--- config.mk ---
export PLATFORM = sky130hd
export DESIGN_NAME = ds_1st_adc
export DESIGN_NICKNAME = d
export VERILOG_FILES = /design/src/rtl/ds_1st_adc.sv
export SDC_FILE = /design/constraint.sdc
export NUM_CORES = 1
export LEC_CHECK = 0
export CAP_MARGIN = 10
export CORE_MARGIN = 1.5
export CORE_UTILIZATION = 59
export DETAILED_ROUTE_END_ITERATION = 8
export PLACE_DENSITY = 0.73
export RECOVER_POWER = 50
export SYNTH_ARGS = -nofsm -noshare
export SYNTH_HDL_FRONTEND = slang
export SYNTH_SLANG_ARGS = --single-unit
--- constraint.sdc ---
create_clock -name clk -period 6.9 [get_ports clk]
set_input_delay 2.07 -clock clk [delete_from_list [all_inputs] [get_ports clk]]
set_output_delay 2.07 -clock clk [all_outputs]
set_load 0.005 [all_outputs]
--- src/rtl/ds_1st_adc.sv ---
// First-order delta-sigma ADC back end: synchronizes and samples the external
// comparator bit, feeds it back as the 1-bit DAC, and decimates with a 3rd-order CIC.
module ds_1st_adc #(
  parameter int width     = 16,
  parameter int div_ratio = 100,
  parameter int dec_ratio = 64
) (
  input  logic                    clk,
  input  logic                    rst,
  input  logic                    dsm_in,
  output logic                    dsm_out,
  output logic signed [width-1:0] dout,
  output logic                    dout_valid,
  output logic                    settled
);

  localparam int L   = $clog2(dec_ratio);
  localparam int A   = 3 * L + 2;
  localparam int DW  = (div_ratio > 1) ? $clog2(div_ratio) : 1;
  localparam int SH  = 3 * L - (width - 1);
  localparam int SHR = (SH > 0) ? SH : 0;
  localparam int SHL = (SH < 0) ? -SH : 0;
  localparam int W2  = A + SHL;

  localparam logic signed [W2-1:0]    MAXV = W2'((2 ** (width - 1)) - 1);
  localparam logic signed [W2-1:0]    MINV = ~MAXV;
  localparam logic signed [width-1:0] PMAX = {1'b0, {(width - 1){1'b1}}};
  localparam logic signed [width-1:0] PMIN = {1'b1, {(width - 1){1'b0}}};

  logic [1:0]          sync;
  logic [DW-1:0]       div;
  logic                cke;
  logic [L-1:0]        dcnt;
  logic                dec_evt;
  logic                bit_q;
  logic signed [A-1:0] x;
  logic signed [A-1:0] int1, int2, int3;
  logic signed [A-1:0] d1, d2, d3;
  logic signed [A-1:0] c1, c2, c3;
  logic                v1, v2, v3;
  logic [1:0]          pcnt;
  logic signed [W2-1:0]    s;
  logic signed [width-1:0] sat;

  assign cke     = (div == DW'(div_ratio - 1));
  assign dec_evt = cke && (dcnt == L'(dec_ratio - 1));
  assign x       = bit_q ? A'(1) : '1;
  assign dsm_out = bit_q;

  // Widen before shifting so narrow-gain configurations (negative shift) scale up losslessly.
  always_comb begin
    s = W2'(c3);
    s = s <<< SHL;
    s = s >>> SHR;
    if (s > MAXV)
      sat = PMAX;
    else if (s < MINV)
      sat = PMIN;
    else
      sat = s[width-1:0];
  end

  always_ff @(posedge clk) begin
    if (rst) begin
      sync       <= '0;
      div        <= '0;
      dcnt       <= '0;
      bit_q      <= 1'b0;
      int1       <= '0;
      int2       <= '0;
      int3       <= '0;
      d1         <= '0;
      d2         <= '0;
      d3         <= '0;
      c1         <= '0;
      c2         <= '0;
      c3         <= '0;
      v1         <= 1'b0;
      v2         <= 1'b0;
      v3         <= 1'b0;
      pcnt       <= '0;
      dout       <= '0;
      dout_valid <= 1'b0;
      settled    <= 1'b0;
    end else begin
      sync <= {sync[0], dsm_in};
      div  <= cke ? '0 : div + 1'b1;

      if (cke) begin
        bit_q <= sync[1];
        int1  <= int1 + x;
        int2  <= int2 + int1;
        int3  <= int3 + int2;
        dcnt  <= dcnt + 1'b1;
      end

      // Comb pipeline: one stage per clk, delay registers move only with a decimated sample.
      v1 <= dec_evt;
      if (dec_evt) begin
        c1 <= int3 - d1;
        d1 <= int3;
      end
      v2 <= v1;
      if (v1) begin
        c2 <= c1 - d2;
        d2 <= c1;
      end
      v3 <= v2;
      if (v2) begin
        c3 <= c2 - d3;
        d3 <= c2;
      end

      dout_valid <= v3;
      if (v3) begin
        dout <= sat;
        if (!settled) begin
          pcnt <= pcnt + 1'b1;
          if (pcnt == 2'd2)
            settled <= 1'b1;
        end
      end
    end
  end

endmodule

Word level (Yosys, flattened, before mapping):

Index checks and enable logic that the tools add are counted.

* register bits after elaboration: 219
* word-level logic and storage cells: 43

* add/sub/neg operators: 9
* order comparisons: 2
* equal/unequal tests: 3
* mux-type cells: 5
* bitwise operators: 1
* reduce and logical (&&, ||, !) cells: 3

Operators with widths (count)
* $add 20x20->20: 3
* $sub 20x20->20: 3
* $mux 16: 2
* $mux 20: 1
* $gt 17x16->1 const B: 1
* $lt 17x16->1 const B: 1
* $add 7x1->7 const B: 1
* $eq 7x7->1 const B: 1
* $add 6x1->6 const B: 1
* $eq 6x6->1 const B: 1
* $add 2x1->2 const B: 1
* $eq 2x2->1 const B: 1
* $mux 1: 2
* $reduce_and 2->1: 1
* $reduce_or 2->1: 1
* $logic_and 1x1->1: 1
* $not 1->1: 1

Longest topological paths before layout:

* word-level depth: 3
* mapped depth: 11
* gate-level depth less buffers: 11

Worst setup path after synthesis:

No wires, ideal clock.

* path type: input to register
* from: in rst
* to: reg c2[9]
* library setup time: 0.136 ns
* data arrival time: 3.234 ns
* data required time: 6.764 ns
* slack: 3.531 ns
* stages: 5
* path through: clkbuf_1 > clkbuf_1 > clkbuf_1 > buf_1 > o32ai_1

RTL lines
* start, declared: line 9 `input logic rst,`
* end signal, assigned: line 105 `c2 <= c1 - d2;`
* end, declared: line 39 `logic signed [A-1:0] c1, c2, c3;`

No word-level cell between the ends.

Final worst setup path:

* from: reg div[4]
* to: reg c1[5]

* cells in the longest elaborated chain, start to end: 2

RTL lines
* start, declared: line 31 `logic [DW-1:0] div;`
* start signal, assigned: line 87 `div <= cke ? '0 : div + 1'b1;`
* $eq 7x7->1: line 45 `assign cke = (div == DW'(div_ratio - 1));`
* $logic_and 1x1->1: line 46 `assign dec_evt = cke && (dcnt == L'(dec_ratio - 1));`
* end signal, assigned: line 100 `c1 <= int3 - d1;`
* end, declared: line 39

No other way between the ends.
A chain may end at the register's enable or synchronous reset.

==> impl_metrics.csv <==
group,metric,value,unit
layout,syn_to_final_growth,8.98,%
run,maxCapViolCount,1,
power_and_ir_drop,swShare,20.6,%
critical_path,path_max_fanout,53,
synth,yosysUniqueCellTypes,80,
sta,finalCritPeriodShare,61.1,%
power_and_ir_drop,seq_power_share,47.5,%
worst_hold_path,holdPathEnd,"dsm_out",
critical_path,critPathKind,"reg2reg",
critical_path,slowest_delay,1.82,ns
power_and_ir_drop,p_sw,541,uW
synth,synthTopCellsByArea,"dfxtp_1, ha_1, nand2_1",
synth,syn_area_per_cell,8.09,sq um
synth,synth_edf_count,0,
power_and_ir_drop,power.leakage,0.00564,uW
worst_hold_path,hold_path.startpoint,"sync[1]",
critical_path,reg2reg_depth,7,
power_and_ir_drop,totalPowerFinal,2630,uW
cts,cts_tree,"yes",
route,drtPass1Iterations,4,
global_route,grt_max_degree,141,
critical_path,reg2reg_from,"div[4]",
sta,relSlewSlack,-71.0,%
critical_path,required,7.30,ns
power_and_ir_drop,p_int,2090,uW
cts,path_clk_slew,0.06,ns
worst_hold_path,hold_depth,2,
die,ios,22,
cts,clock_latency,0.51,ns
cts,cts_setup_buffers,0,
sta,fin_crit,4.22,ns
sta,setup_viol,0,
synth,seq_area_frac_synth,32.9,%
layout,instances_no_fill,1904,
cts,cts_buffers,24,
placed_design,preCtsSetupSlack,2.66,ns
route,topRoutingLayerUsed,"met4",
worst_hold_path,hp-class,"reg2reg",
global_route,overflow,0,
cts,post_cts_resized,0,
placed_design,dpl.hpwl,18.9,mm
critical_path,rrSetupSlack,2.68,ns
route,remaining_drc_errors,0,
synth,yosys_warnings,0,
sta,tightest_slew,2.56,ns
die,core,21800,sq um
route,met2_length,13.6,mm
route,dr_wl_met3,707,um
global_route,track_usage,23.1,%
global_route,antenna_found_initial,0,
route,wl_per_cell,14.3,um
critical_path,worstSetupEndpointType,"register",
synth,synth_cells,1623,
cts,ctsLongestPathBuffers,3,
placed_design,port_buffers,21,
synth,ys.flop_type,"dfxtp_1",
sta,finalWorstSetupSlack,2.68,ns
global_route,grt_pass1_wl,46.6,mm
status,status,"finished, violations left",
sta,whs,0.442,ns
synth,synth_seq_cells,216,
power_and_ir_drop,pwr-share-clk,51.4,%
cts,cts_sinks,216,
sta,hold_violations,0,
die,die_y,152,um
layout,final_layout_size_suffix_gt1_share,4.31,%
critical_path,crit_arrival,4.62,ns
route,wl_met1,12.3,mm
route,vias_per_cell,5.70,
route,ant_nets,0,
placed_design,place_congestion,0.892,
synth,syn_nets,1746,
layout,fill_cells,1866,
synth,synthDominantCellAreaShare,32.9,%
synth,synth_top_cell_by_area,"dfxtp_1",
route,detail_route.wirelength,27.1,mm
cts,ctsHoldBuffers,0,
power_and_ir_drop,combPwrFrac,1.1,%
sta,tns,0,ns
sta,drv_slew,54,
critical_path,rr_endpoint,"c1[5]",
die,num_rows,54,
placed_design,place_inst,1860,
power_and_ir_drop,power_density,184,nW/um^2
synth,synth_area,13100,sq um
critical_path,crit_slowest_cell,"clkbuf_1",
synth,async_flop_share,0,%
sta,rsz0062_at_grt,"false",
sta,max_freq,237,MHz
cts,cts-root-buf,"clkbuf_16",
die,initial_core_util,60.2,%
critical_path,cp_top_family,"buffers and inverters",
layout,diodes,0,
global_route,grt_pass1_vias,10313,
route,drt_iter0_markers,490,
die,die_w,152,um
route,vias,10848,
critical_path,crit_buf_inv,1,
critical_path,path_cells,"nor4b_1, and3_2, clkbuf_1, nand3_1, nor2_1, nor2b_1, o21a_1",
layout,finalNetCount,1729,
sta,skew,0.0125,ns
power_and_ir_drop,ir_worst_vdd,117,uV
critical_path,startpoint_type,"register",
cts,htreeDepth,1,
status,violations,"capacitance limit, slew limit",
die,dieArea,23200,sq um
[power by group through the flow]
stage | combinational [uW] | clock (uW) | sequential (uW)
after floorplan | 22.0 | 0 | 1280
after global placement | 28.9 | 0 | 1280
after detailed placement | 29.3 | 0 | 1280
after CTS | 29.4 | 1380 | 1250
after global routing | 32.5 | 1430 | 1250
final | 29.0 | 1350 | 1250
[kinds of logic (layout without fill, tap and decap cells)]
kind of cell,after synthesis,in the layout,share of synthesized area (%)
buf+inv,156,157,4.52
simple gates,565,565,19.5
compound gates,416,416,20.7
flops,216,216,32.9
fa+ha+maj,121,121,11.8
mux,62,62,4.76
xor+xnor,87,87,5.80
[routing by layer]
metal / up-vias / global-route usage [%]
li1: 5704 / -
met1: 4966 / 27.9
met2: 133 / 42.6
met3: 45 / 2.70
met4: 0 / 7.49
met5: - / 0
[worst reg2reg max path, cell delays in order, from the launching register on]
cell	delay (ns)
dfxtp_1	0.34
nor4b_1	0.48
and3_2	0.27
clkbuf_1	1.82
nand3_1	0.32
nor2_1	0.58
nor2b_1	0.10
o21a_1	0.20
[synth_stat cells (all sizes together) (11+ instances only)]
cell and n:
a211oi 24, a21o 48, a21oi 130, a31oi 16, and3 16, buf 21
clkbuf 51, dfxtp 216, ha 115, inv 83, mux2i 58, nand2 203
nand2b 14, nand3 49, nand4 19, nor2 174, nor2b 21, nor3 25
o211ai 28, o21a 18, o21ai 75, o31ai 11, xnor2 48, xor2 39
[layout by cell type, fill, tap and decap left out, types with 5 or more instances in the layout]
| cell type | Yosys | final |
|---|---|---|
| buf_4 | 1 | 7 |
| o21ai_0 | 70 | 71 |
| nand3_1 | 49 | 48 |
| o31ai_1 | 8 | 8 |
| fa_1 | 5 | 5 |
| or3_1 | 9 | 9 |
| clkdlybuf4s50_1 | 0 | 20 |
| and2_1 | 8 | 7 |
| ha_1 | 115 | 115 |
| clkinv_2 | 0 | 5 |
| a21boi_0 | 5 | 5 |
| a311o_1 | 6 | 6 |
| nand2b_1 | 14 | 14 |
| a21o_1 | 48 | 48 |
| clkbuf_8 | 0 | 6 |
| clkbuf_16 | 0 | 25 |
| nor4b_1 | 4 | 5 |
| o21a_1 | 18 | 18 |
| nor2_1 | 173 | 173 |
| xnor2_1 | 48 | 48 |
| nand2_1 | 203 | 203 |
| xor2_1 | 39 | 39 |
| nand4_1 | 19 | 19 |
| o21bai_1 | 9 | 9 |
| inv_1 | 83 | 83 |
| nor2b_1 | 21 | 21 |
| a211oi_1 | 24 | 24 |
| a31oi_1 | 15 | 15 |
| mux2i_1 | 58 | 58 |
| a2111oi_0 | 4 | 5 |
| and3_1 | 16 | 15 |
| dfxtp_1 | 216 | 214 |
| o211ai_1 | 28 | 28 |
| a21oi_1 | 128 | 129 |
| nor3_1 | 25 | 25 |
| and4_1 | 5 | 5 |
[sequential cells by signal, indices dropped and copies added (netlist names), 17 cells and up]
register,count
d1,20
c2,20
c1,20
d2,20
int3,20
c3,17
int2,20
d3,20
int1,20
[cell type report]
cell class / instances / area, sq um / share of cell area (%)
timing repair buffer: 29 / 268 / 1.87
multi-input combinational: 1251 / 8200 / 57.3
clock inverter: 11 / 139 / 0.970
tap: 280 / 350 / 2.45
inverter: 84 / 315 / 2.20
clock buffer: 33 / 716 / 5.00
sequential: 216 / 4330 / 30.2
[stage by stage]
step	area, sq um	util, %
final	14300	65.6
after floorplan	13100	-
after global routing	14300	65.6
after detailed placement	13500	61.8
after CTS	14300	65.7
after global placement	13500	61.8
[how the worst max path moves through the flow]
stage | slack, ns | from | cells after the start | end
2_1_floorplan | 3.53 | rst | 5 | c2[9]
3_3_place_gp | 2.68 | rst | 6 | c2[16]
3_5_place_dp | 2.66 | rst | 6 | c2[16]
4_1_cts | 3.19 | rst | 6 | c2[16]
5_1_grt | 2.21 | div[4] | 7 | c1[1]
6_report | 2.68 | div[4] | 7 | c1[5]
No activity file was read; power rests on OpenSTA's default activity.
